`config.mk`:
```
export PLATFORM = sky130hd
export DESIGN_NAME = sipo_rx
export DESIGN_NICKNAME = d
export VERILOG_FILES = /design/src/rtl/sipo_rx.sv
export SDC_FILE = /design/constraint.sdc
export NUM_CORES = 1
export LEC_CHECK = 0
export BUFFER_PORTS_ARGS = -buffer_cell sky130_fd_sc_hd__buf_2
export CORE_MARGIN = 2
export CORE_UTILIZATION = 25
export DETAILED_ROUTE_END_ITERATION = 7
export GPL_TIMING_DRIVEN = 1
export HOLD_SLACK_MARGIN = 0.05
export PLACE_DENSITY = 0.45
export SLEW_MARGIN = 20
export SYNTH_ARGS = -nofsm -noshare
export SYNTH_HDL_FRONTEND = slang
export SYNTH_SLANG_ARGS = --single-unit
```
`constraint.sdc`:
```
create_clock -name clock -period 1.2 [get_ports clock]
set_input_delay 0.12 -clock clock [delete_from_list [all_inputs] [get_ports clock]]
set_output_delay 0.12 -clock clock [all_outputs]
set_load 0.02 [all_outputs]
```
`src/rtl/sipo_rx.sv`:
```
// sipo_rx: serial-in parallel-out receiver.
// Collects WIDTH serial bits framed by sin_start into a parallel word and
// presents it on a valid/ready output. Words that complete while the
// previous word is still unconsumed are dropped, and overrun is raised.
// A new sin_start in the middle of a word abandons that word, raises
// frame_err for one cycle, and starts a new word.
//
// state  | meaning
// -------+-----------------------------------------------------
// IDLE   | no word in progress; waiting for sin_start
// SHIFT  | partial word held in shreg, cnt bits captured so far
module sipo_rx #(
    parameter int WIDTH     = 4,
    parameter bit MSB_FIRST = 1'b1
) (
    input  logic             clock,
    input  logic             rst_n,
    input  logic             sin,
    input  logic             sin_start,
    input  logic             out_ready,
    input  logic             overrun_clr,
    output logic [WIDTH-1:0] pout,
    output logic             pout_valid,
    output logic             busy,
    output logic             overrun,
    output logic             frame_err
);

    localparam int CW = $clog2(WIDTH + 1);
    localparam logic [CW-1:0] CNT_ONE  = CW'(1);
    localparam logic [CW-1:0] CNT_LAST = CW'(WIDTH - 1);

    localparam logic [0:0] S_IDLE  = 1'b0;
    localparam logic [0:0] S_SHIFT = 1'b1;

    logic [0:0]       state, state_nxt;
    logic [CW-1:0]    cnt, cnt_nxt;
    logic [WIDTH-1:0] shreg, shreg_nxt;
    logic [WIDTH-1:0] shifted;
    logic [WIDTH-1:0] first_word;
    logic             done;
    logic             restart;
    logic             load;
    logic             drop;

    // Shift register image after capturing the current sin, and the image
    // of a freshly started word holding only its first bit.
    always_comb begin
        shifted    = '0;
        first_word = '0;
        if (MSB_FIRST) begin
            shifted       = {shreg[WIDTH-2:0], sin};
            first_word[0] = sin;
        end else begin
            shifted             = {sin, shreg[WIDTH-1:1]};
            first_word[WIDTH-1] = sin;
        end
    end

    // Next-state, bit counter and shift register update.
    always_comb begin
        state_nxt = state;
        cnt_nxt   = cnt;
        shreg_nxt = shreg;
        done      = 1'b0;
        restart   = 1'b0;
        case (state)
            S_IDLE: begin
                if (sin_start) begin
                    shreg_nxt = first_word;
                    cnt_nxt   = CNT_ONE;
                    state_nxt = S_SHIFT;
                end
            end
            S_SHIFT: begin
                if (sin_start) begin
                    restart   = 1'b1;
                    shreg_nxt = first_word;
                    cnt_nxt   = CNT_ONE;
                end else if (cnt == CNT_LAST) begin
                    done      = 1'b1;
                    shreg_nxt = shifted;
                    cnt_nxt   = '0;
                    state_nxt = S_IDLE;
                end else begin
                    shreg_nxt = shifted;
                    cnt_nxt   = cnt + CNT_ONE;
                end
            end
            default: begin
                state_nxt = S_IDLE;
                cnt_nxt   = '0;
            end
        endcase
    end

    // A completed word is accepted when the output slot is empty or is
    // being emptied on this same edge; otherwise it is lost.
    assign load = done && (!pout_valid || out_ready);
    assign drop = done && pout_valid && !out_ready;
    assign busy = (state == S_SHIFT);

    // Receiver state registers.
    always_ff @(posedge clock or negedge rst_n) begin
        if (!rst_n) begin
            state <= S_IDLE;
            cnt   <= '0;
            shreg <= '0;
        end else begin
            state <= state_nxt;
            cnt   <= cnt_nxt;
            shreg <= shreg_nxt;
        end
    end

    // Output word register with valid/ready handshake.
    always_ff @(posedge clock or negedge rst_n) begin
        if (!rst_n) begin
            pout       <= '0;
            pout_valid <= 1'b0;
        end else if (load) begin
            pout       <= shifted;
            pout_valid <= 1'b1;
        end else if (pout_valid && out_ready) begin
            pout_valid <= 1'b0;
        end
    end

    // Sticky overrun flag; a drop on the same edge as a clear keeps it set.
    always_ff @(posedge clock or negedge rst_n) begin
        if (!rst_n) begin
            overrun <= 1'b0;
        end else if (drop) begin
            overrun <= 1'b1;
        end else if (overrun_clr) begin
            overrun <= 1'b0;
        end
    end

    // One-cycle frame error pulse following an abandoned partial word.
    always_ff @(posedge clock or negedge rst_n) begin
        if (!rst_n) begin
            frame_err <= 1'b0;
        end else begin
            frame_err <= restart;
        end
    end

endmodule

```
==> run metrics, run 1 <==
R2R Path End pout[0]; Simple-Gate Fraction of Synth Area 15.98%; min-delay src sin; largest family of logic cells by synthesized area simple AND/OR/NAND/NOR gates; Root Driver clkbuf_4; drt drc 0; Hold WS 0.08286 ns; Hold EP shreg[0]; minimum clock period 1.286 ns; Routed WL 1.005 mm; fin nets 78; reported net switching power 567.3 µW; Max FO, Critical Path 4; via count 395; Die Y 53.42 µm; Post-Place Cells 89; dominant cell type by area after synthesis dfrtp_1; vias in the first global route 364; post-synth net total 52; Yosys reg bits 14; global-route wire length before repair 1.614 mm; CTS clk-pin slew, worst paths 0.09 ns; Final WS setup -0.08649 ns; sequential power share 39.2%; Row Count 17; Max-Cap Viols 0; share of cells above drive strength 1 57.14%; Max H-tree Level 1; clk_lat worst skew 0.28 ns; DRT Pass-1 Iters 4; gr ovfl total 0; startpoint types register; Final setup viols 4; fin. max-slew vios 0; Ant. Diodes 0; Post-Synthesis Cell Area 610.6 µm²; depth of the most critical reg-to-reg path 4; FMAX 777.3 MHz; Clk pwr share 19.8%; width of the die 53.42 µm; Synth Instances 45; Antenna Nets Post-Route 0; Crit Path Class reg2reg; WP data arrival 1.46 ns; CP Capture Type register; CTS Buf Count 3; hold crit path type in2reg; register-to-register setup slack -0.09 ns; drt wl/cell 10.26 µm; switching part of the total 32.73%; final non-filler cell total 98; I/O pins 14; area grow syn2layout 37.50%; top sig layer met4; Initial Util 27.08%; Adder-Cell Fraction of Synth Area 2.049%; post-synth top area share 57.38%; cell internal pwr 1.166 mW; leakage power 0.4318 nW; Final Hold Vio Count 0; wl on met1 470 µm; Clock Skew 0.003066 ns; largest net degree at the start of global routing 15; hold path cells 2; Gate power share 41.0%; XOR/XNOR Fraction of Synth Area 0%; Yosys cell types 20; worst-margin pin slew 0.3114 ns; DRT iter0 DRCs 3; Pwr Density 2064 nW/µm²; RSZ-0062 raised after global routing true; post-synthesis sequential area ratio 57.38%; Core Area 2255 µm²; launch point of the worst reg-to-reg path cnt[0]; metal2 WL 460 µm; post-synthesis compound-gate area fraction 4.713%; Final HPWL DP 741 µm; CTS tree built; worst vdd ir 0.6802 mV; Worst EP required 1.37 ns; fillers 236; Synth area leaders dfrtp_1 57%, mux2_4 9.8%, nand4bb_4 4.5%; clock buffer depth 2; gpl congestion 0.6765; Sinks on Clock Net 14; Synth Warn # 0; final worst-path cycle share 107.2%; WL met3 36 µm; run status finished, violations left; initial antenna violation count 0; vias per std cell 4.031; Port-buffer cells 13; failing checks negative setup slack; Die Footprint 2854 µm²; Tot Pwr 1.733 mW; All-Layer GR Usage 8.417%; mux cell area share after synthesis 14.96%; Post-Syn Area per Cell 13.57 µm²; Slew Limit Headroom 79.24%
## metrics by stage
stage          setup slack [ns]  TNS (ns)  instance area, µm²  util (%)
3_3_place_gp           -0.07775   -0.2885               735.7     32.63
3_5_place_dp           -0.07701   -0.2949               735.7     32.63
5_1_grt                 -0.1425   -0.5460               839.6     37.24
2_1_floorplan          -0.05886   -0.2354               620.6         -
4_1_cts                -0.08739   -0.3273               807.0     35.79
6_report               -0.08649   -0.3195               839.6     37.24
## layer usage
layer | vias to the layer above | global-route usage, %
li1 | 201 | -
met1 | 180 | 10.16
met2 | 10 | 12.35
met3 | 4 | 1.695
met4 | 0 | 7.692
met5 | - | 0
## repair_timing
item / in CTS / in global routing
setup endpoints to repair: 4 / 8
hold buffers: 2 / 0
setup buffers: 1 / 3
gates resized for setup: 2 / 4
pin swaps: 3 / 2
hold endpoints to repair: 15 / 0
## cell type report
| cell class | instances | area [µm²] | share of cell area, % |
|---|---|---|---|
| timing repair buffer | 23 | 148.9 | 17.73 |
| sequential | 14 | 351.6 | 41.88 |
| multi-input combinational | 26 | 256.5 | 30.55 |
| tap | 28 | 35.03 | 4.173 |
| clock buffer | 4 | 36.28 | 4.322 |
| inverter | 3 | 11.26 | 1.341 |
## power by group through the flow
stage	Clock (mW)	Sequential, mW	Combinational [mW]
final	0.343	0.679	0.711
after global routing	0.379	0.698	0.775
after CTS	0.354	0.679	0.654
after detailed placement	0	0.690	0.612
after global placement	0	0.693	0.615
after floorplan	0	0.782	0.331
## layout by cell type (no fill, tap or decap), drive strengths merged, types with 2 or more instances in the layout
cell type / count
dfrtp: 14
inv: 3
mux2: 5
dlygate4sd3: 2
a21oi: 2
nor2: 3
nand2: 3
nand2b: 3
buf: 21
mux2i: 2
clkbuf: 4
## worst max-delay path: stages, from the launching register on
cell and delay, ns:
dfrtp_1 0.37, ha_2 0.21, nand4bb_4 0.11, nand2b_4 0.18
mux2_4 0.30
## flip-flops by register name (all words and copies together) (netlist names)
register and count:
frame_err 1, pout_valid 1, shreg 3, cnt 3, overrun 1, pout 4, busy 1
## cells by family (layout without fill, tap and decap cells)
family | Yosys count | count (layout)
AND/OR/NAND/NOR | 13 | 13
buffers and inverters | 5 | 30
flip-flops | 14 | 14
multiplexers | 7 | 7
AO/OA/AOI/OAI | 5 | 5
adder cells (fa/ha/maj) | 1 | 1
## Yosys cell counts (all sizes together)
cell,instances
nand3,1
ha,1
nand4bb,1
dfrtp,14
a21oi,2
or2b,1
mux2i,2
buf,2
nor2,3
inv,3
and2,1
nand2b,3
o21ai,1
o22ai,1
nand2,3
a211oi,1
mux2,5
## worst max path at each step
stage	slack [ns]	cells past startpoint	end	from
floorplan	-0.06	4	pout[0]	busy
global placement	-0.08	4	pout[0]	cnt[1]
detailed placement	-0.08	4	pout[0]	cnt[1]
CTS	-0.09	4	pout[0]	cnt[0]
global route	-0.14	4	pout[0]	cnt[0]
finish	-0.09	4	pout[0]	cnt[0]
(Power assumes the default switching activity.)
==> run 2, diff against run 1 <==
Settings changed: ABC_AREA set to 1, CAP_MARGIN set to 25, CTS_BUF_LIST set to sky130_fd_sc_hd__clkbuf_16.
==> run metrics, run 2 <==
Routed WL 1.088 mm; CTS Buf Count 3; fillers 240; leakage power 0.4219 nW; Slew Limit Headroom 78.93%; Yosys cell types 13; Worst EP required 1.38 ns; Regs by FF count pout: 4 flops, cnt: 3 flops, shreg: 3 flops; startpoint types register; Root Driver clkbuf_16; CTS tree built; area grow syn2layout 35.11%; initial antenna violation count 0; via count 477; Max H-tree Level 1; largest net degree at the start of global routing 15; ys async rst share 100.0%; CP Capture Type register; clock buffer depth 2; WP data arrival 1.24 ns; fin. max-slew vios 0; share of cells above drive strength 1 30.95%; worst vdd ir 0.9574 mV; Crit Path Class reg2reg; Port-buffer cells 13; most frequent cells in the layout 23 x nand2_1, 14 x dfrtp_1, 13 x buf_2; dominant cell type by area after synthesis dfrtp_1; most common cell in the netlist nand2_1; Max-Cap Viols 0; global-route wire length before repair 1.842 mm; post-synth net total 72; drt wl/cell 9.714 µm; fin nets 92; top_reg_cell synth dfrtp_1; RSZ-0062 raised after global routing false; Pwr Density 2369 nW/µm²; Largest register FFs 4; Post-Synthesis Cell Area 588.1 µm²; minimum clock period 1.059 ns; Largest Register pout; EDFF count, synth 0; Antenna Nets Post-Route 0; DRT iter0 DRCs 14; Max FO, Critical Path 4; hold crit path type in2reg; Synth Warn # 0; Die Footprint 2756 µm²; Yosys reg bits 14; vias per std cell 4.259; worst-margin pin slew 0.3160 ns; gr ovfl total 0; Final HPWL DP 792 µm; Clk pwr share 33.6%; drt drc 0; Sum Neg Setup Slack 0 ns; Sinks on Clock Net 14; CTS clk-pin slew, worst paths 0.05 ns; width of the die 52.50 µm; DRT Pass-1 Iters 4; Gate power share 29.3%; All-Layer GR Usage 9.916%; switching part of the total 33.84%; clk_lat worst skew 0.24 ns; Synth Instances 65; cell internal pwr 1.245 mW; final worst-path cycle share 88.21%; most common cell after layout, fill and taps aside nand2_1; reported net switching power 637.0 µW; sequential power share 37.1%; post-synthesis sequential area ratio 59.57%; Ant. Diodes 0; vias in the first global route 419; Synth area leaders dfrtp_1 60%, nand2_1 15%, inv_1 5.1%; Initial Util 26.58%; final core occ 35.92%; Post-Syn Area per Cell 9.047 µm²; Row Count 17; Clock Skew 0.003918 ns; run status completed; Die Y 52.50 µm; Core Area 2212 µm²; I/O pins 14; post-synth top area share 59.57%; Final setup viols 0; Post-synth top cells 23 x nand2_1, 14 x dfrtp_1, 8 x inv_1; gpl congestion 0.8179; Final Hold Vio Count 0; FMAX 944.7 MHz
==> run 2: cell count changes after synthesis, sizes merged, moves of 2 or more <==
cell    delta
nand3      +5
o21ai      +3
mux2i      -2
nand2     +20
inv        +8
a21oi      -2
mux2       -5
buf        -2
nand2b     -3
==> run 2: timing repair <==
action	CTS	global route
hold endpoints to repair	14	0
setup endpoints to repair	0	4
resized for setup	0	3
hold buffers	1	0
setup buffers	0	1
==> run 2: area by class of cell <==
type | count | area (µm²) | share of cell area (%)
flip-flops and latches | 14 | 350.3 | 44.09
multi-input cells | 40 | 206.4 | 25.98
repair buffers | 15 | 82.58 | 10.39
clock buffers | 3 | 75.07 | 9.449
inverters | 11 | 41.29 | 5.197
well taps | 28 | 35.03 | 4.409
clock inverters | 1 | 3.754 | 0.4724
==> run 2: worst paths after layout <==
kind,from,to,slack [ns],cells past startpoint
max in group asynchronous,rst_n,shreg[0],0.66,2
min in group asynchronous,rst_n,overrun,0.30,2
worst max-delay path,cnt[1],pout[2],0.14,5
worst min register to register,pout[0],pout[0],0.47,2
worst max register to register,cnt[1],pout[2],0.14,5
worst min-delay path,sin,shreg[0],0.11,3
==> run 2: cells by family (layout without fill, tap and decap cells) <==
| logic type | count (synthesis) | count (layout) | share of synthesized area, % |
|---|---|---|---|
| AOI/OAI and AO/OA | 6 | 6 | 5.959 |
| adders and majority gates | 1 | 1 | 2.127 |
| buffers and inverters | 11 | 30 | 7.021 |
| and+or+nand+nor | 33 | 33 | 25.32 |
| DFF | 14 | 14 | 59.58 |
==> run 2: stage by stage <==
step	total power [mW]	hold slack [ns]	area [µm²]	instances	setup WS, ns
after floorplan	1.051	-0.1756	588.1	65	0.1621
after global placement	1.223	0.03646	688.2	106	0.1007
after detailed placement	1.222	0.03735	688.2	106	0.1087
after CTS	1.864	0.1063	777.0	111	0.09871
after global routing	2.011	0.1290	794.5	112	0.01786
final	1.882	0.1067	794.5	112	0.1414
==> run 2: power by group through the flow <==
stage | Sequential, mW | Combinational, mW | Clock (mW)
4_1_cts | 0.698 | 0.523 | 0.643
6_report | 0.698 | 0.552 | 0.632
2_1_floorplan | 0.810 | 0.241 | 0
3_5_place_dp | 0.704 | 0.518 | 0
3_3_place_gp | 0.697 | 0.527 | 0
5_1_grt | 0.713 | 0.629 | 0.670
==> run 2: metal layers <==
metal | routed length (µm) | global-route usage, % | up-vias
met5 | 0 | 0 | -
met4 | 39 | 7.692 | 0
met3 | 88 | 5.429 | 7
met2 | 439 | 12.50 | 19
met1 | 520 | 12.19 | 211
li1 | - | - | 240
==> run 2: critical path, stage by stage (launching register included) <==
cell     delay (ns)
dfrtp_1        0.35
ha_2           0.19
nand2_1        0.14
nor2_4         0.16
nand3_1        0.08
nand2_1        0.07
==> run 3, diff against run 2 <==
Settings changed: CORE_UTILIZATION 25 to 40, PLACE_DENSITY 0.45 to 0.65.
==> run metrics, run 3 (synthesized netlist as in run 2, its figures left out) <==
run status completed; gpl congestion 0.7547; vias in the first global route 469; slowest cell on the critical path dfrtp_1; crit-path most repeated cell nand2_1; Hold WS 0.1025 ns; CTS clk-pin slew, worst paths 0.05 ns; clock buffer depth 2; Regs by FF count pout: 4 flops, cnt: 3 flops, shreg: 3 flops; Crit Path Class reg2reg; Core Area 1334 µm²; Row Count 13; Max H-tree Level 1; Largest Register pout; area grow syn2layout 29.79%; I/O pins 14; Pwr Density 2413 nW/µm²; critical path's largest stage delay 0.35 ns; Slew Limit Headroom 78.46%; switching part of the total 33.51%; Max-Cap Viols 0; worst vdd ir 1.059 mV; leakage power 0.4186 nW; Final setup viols 0; drt wl/cell 10.91 µm; startpoint types register; Initial Util 44.09%; worst-margin pin slew 0.3231 ns; RSZ-0062 raised after global routing false; Die Y 42.34 µm; Clk pwr share 33.8%; width of the die 42.34 µm; minimum clock period 1.086 ns; clk_lat worst skew 0.24 ns; FMAX 920.8 MHz; fin nets 91; Port-buffer cells 13; reported net switching power 617.0 µW; cell family with most CP delay simple AND/OR/NAND/NOR gates; WP data arrival 1.27 ns; Sinks on Clock Net 14; sequential power share 37.7%; DRT Pass-1 Iters 3; initial antenna violation count 0; fin. max-slew vios 0; Largest register FFs 4; hold crit path type in2reg; CP Capture Type register; CTS tree built; Root Driver clkbuf_16; cells along the critical path ha_1, nand2_1, nor2_2, nand3_1, nand2_1; Ant. Diodes 0; Worst EP required 1.38 ns; Sum Neg Setup Slack 0 ns; cell internal pwr 1.224 mW; launch point of the worst reg-to-reg path cnt[1]; global-route wire length before repair 1.904 mm; Antenna Nets Post-Route 0; DRT iter0 DRCs 4; Routed WL 1.069 mm; Worst Setup SP cnt[1]; Gate power share 28.5%; Final Hold Vio Count 0; final worst-path cycle share 90.50%; Buffers & Inverters on Critical Path 0; largest net degree at the start of global routing 15; vias per std cell 4.735; Max FO, Critical Path 4; share of cells above drive strength 1 28.92%; most common cell after layout, fill and taps aside nand2_1; gr ovfl total 0; min-delay src sin; Final HPWL DP 762.1 µm; Die Footprint 1793 µm²; via count 464; drt drc 0; Clock Skew 0.003629 ns; All-Layer GR Usage 14.44%; CTS Buf Count 3; register-to-register setup slack 0.11 ns; most frequent cells in the layout 23 x nand2_1, 14 x dfrtp_1, 13 x buf_2
==> run 3: power groups by stage <==
| stage | Combinational (mW) | Sequential [mW] | Clock, mW |
|---|---|---|---|
| floorplan | 0.241 | 0.810 | 0 |
| global placement | 0.510 | 0.695 | 0 |
| detailed placement | 0.522 | 0.701 | 0 |
| CTS | 0.532 | 0.694 | 0.631 |
| global route | 0.594 | 0.713 | 0.663 |
| finish | 0.525 | 0.694 | 0.622 |
==> run 3: final timing paths <==
check | end | depth (start not counted)
worst max-delay path | pout[2] | 5
worst min-delay path | shreg[0] | 3
worst min register to register | pout[2] | 2
max in group asynchronous | overrun | 2
worst max register to register | pout[2] | 5
min in group asynchronous | cnt[1] | 2
==> run 3: routing by layer <==
metal  GRT usage [%]  routed length, µm
met5               0                  0
met1           16.85                490
met2           23.08                504
met4           9.375                 34
met3           3.879                 39
==> run 3: cell type report <==
type / instances / area (µm²)
tap: 15 / 18.77
sequential: 14 / 350.3
clock buffer: 3 / 75.07
multi-input combinational: 40 / 198.9
timing repair buffer: 14 / 75.07
clock inverter: 1 / 3.754
fill: 124 / 570.5
inverter: 11 / 41.29
==> run 3: worst min-delay path, delay by kind of cell <==
family	cells	cell delay, ns
buffers and inverters	1	0.09
AND/OR/NAND/NOR	2	0.10
==> run 3: timing repair <==
action,CTS,global route
hold buffers,1,0
endpoints found under the hold margin,14,0
endpoints found under the setup margin,0,4
resized for setup,0,1
buffers inserted,0,0
==> run 3: stage by stage <==
| step | area, µm² | worst slack, ns | cells | total power, mW | util, % |
|---|---|---|---|---|---|
| floorplan | 588.1 | 0.1621 | 65 | 1.051 | - |
| global placement | 671.9 | 0.1539 | 93 | 1.206 | 50.38 |
| detailed placement | 671.9 | 0.1245 | 93 | 1.222 | 50.38 |
| CTS | 760.7 | 0.1118 | 98 | 1.857 | 57.04 |
| global route | 763.2 | 0.01190 | 98 | 1.970 | 57.22 |
| finish | 763.2 | 0.1140 | 98 | 1.841 | 57.22 |
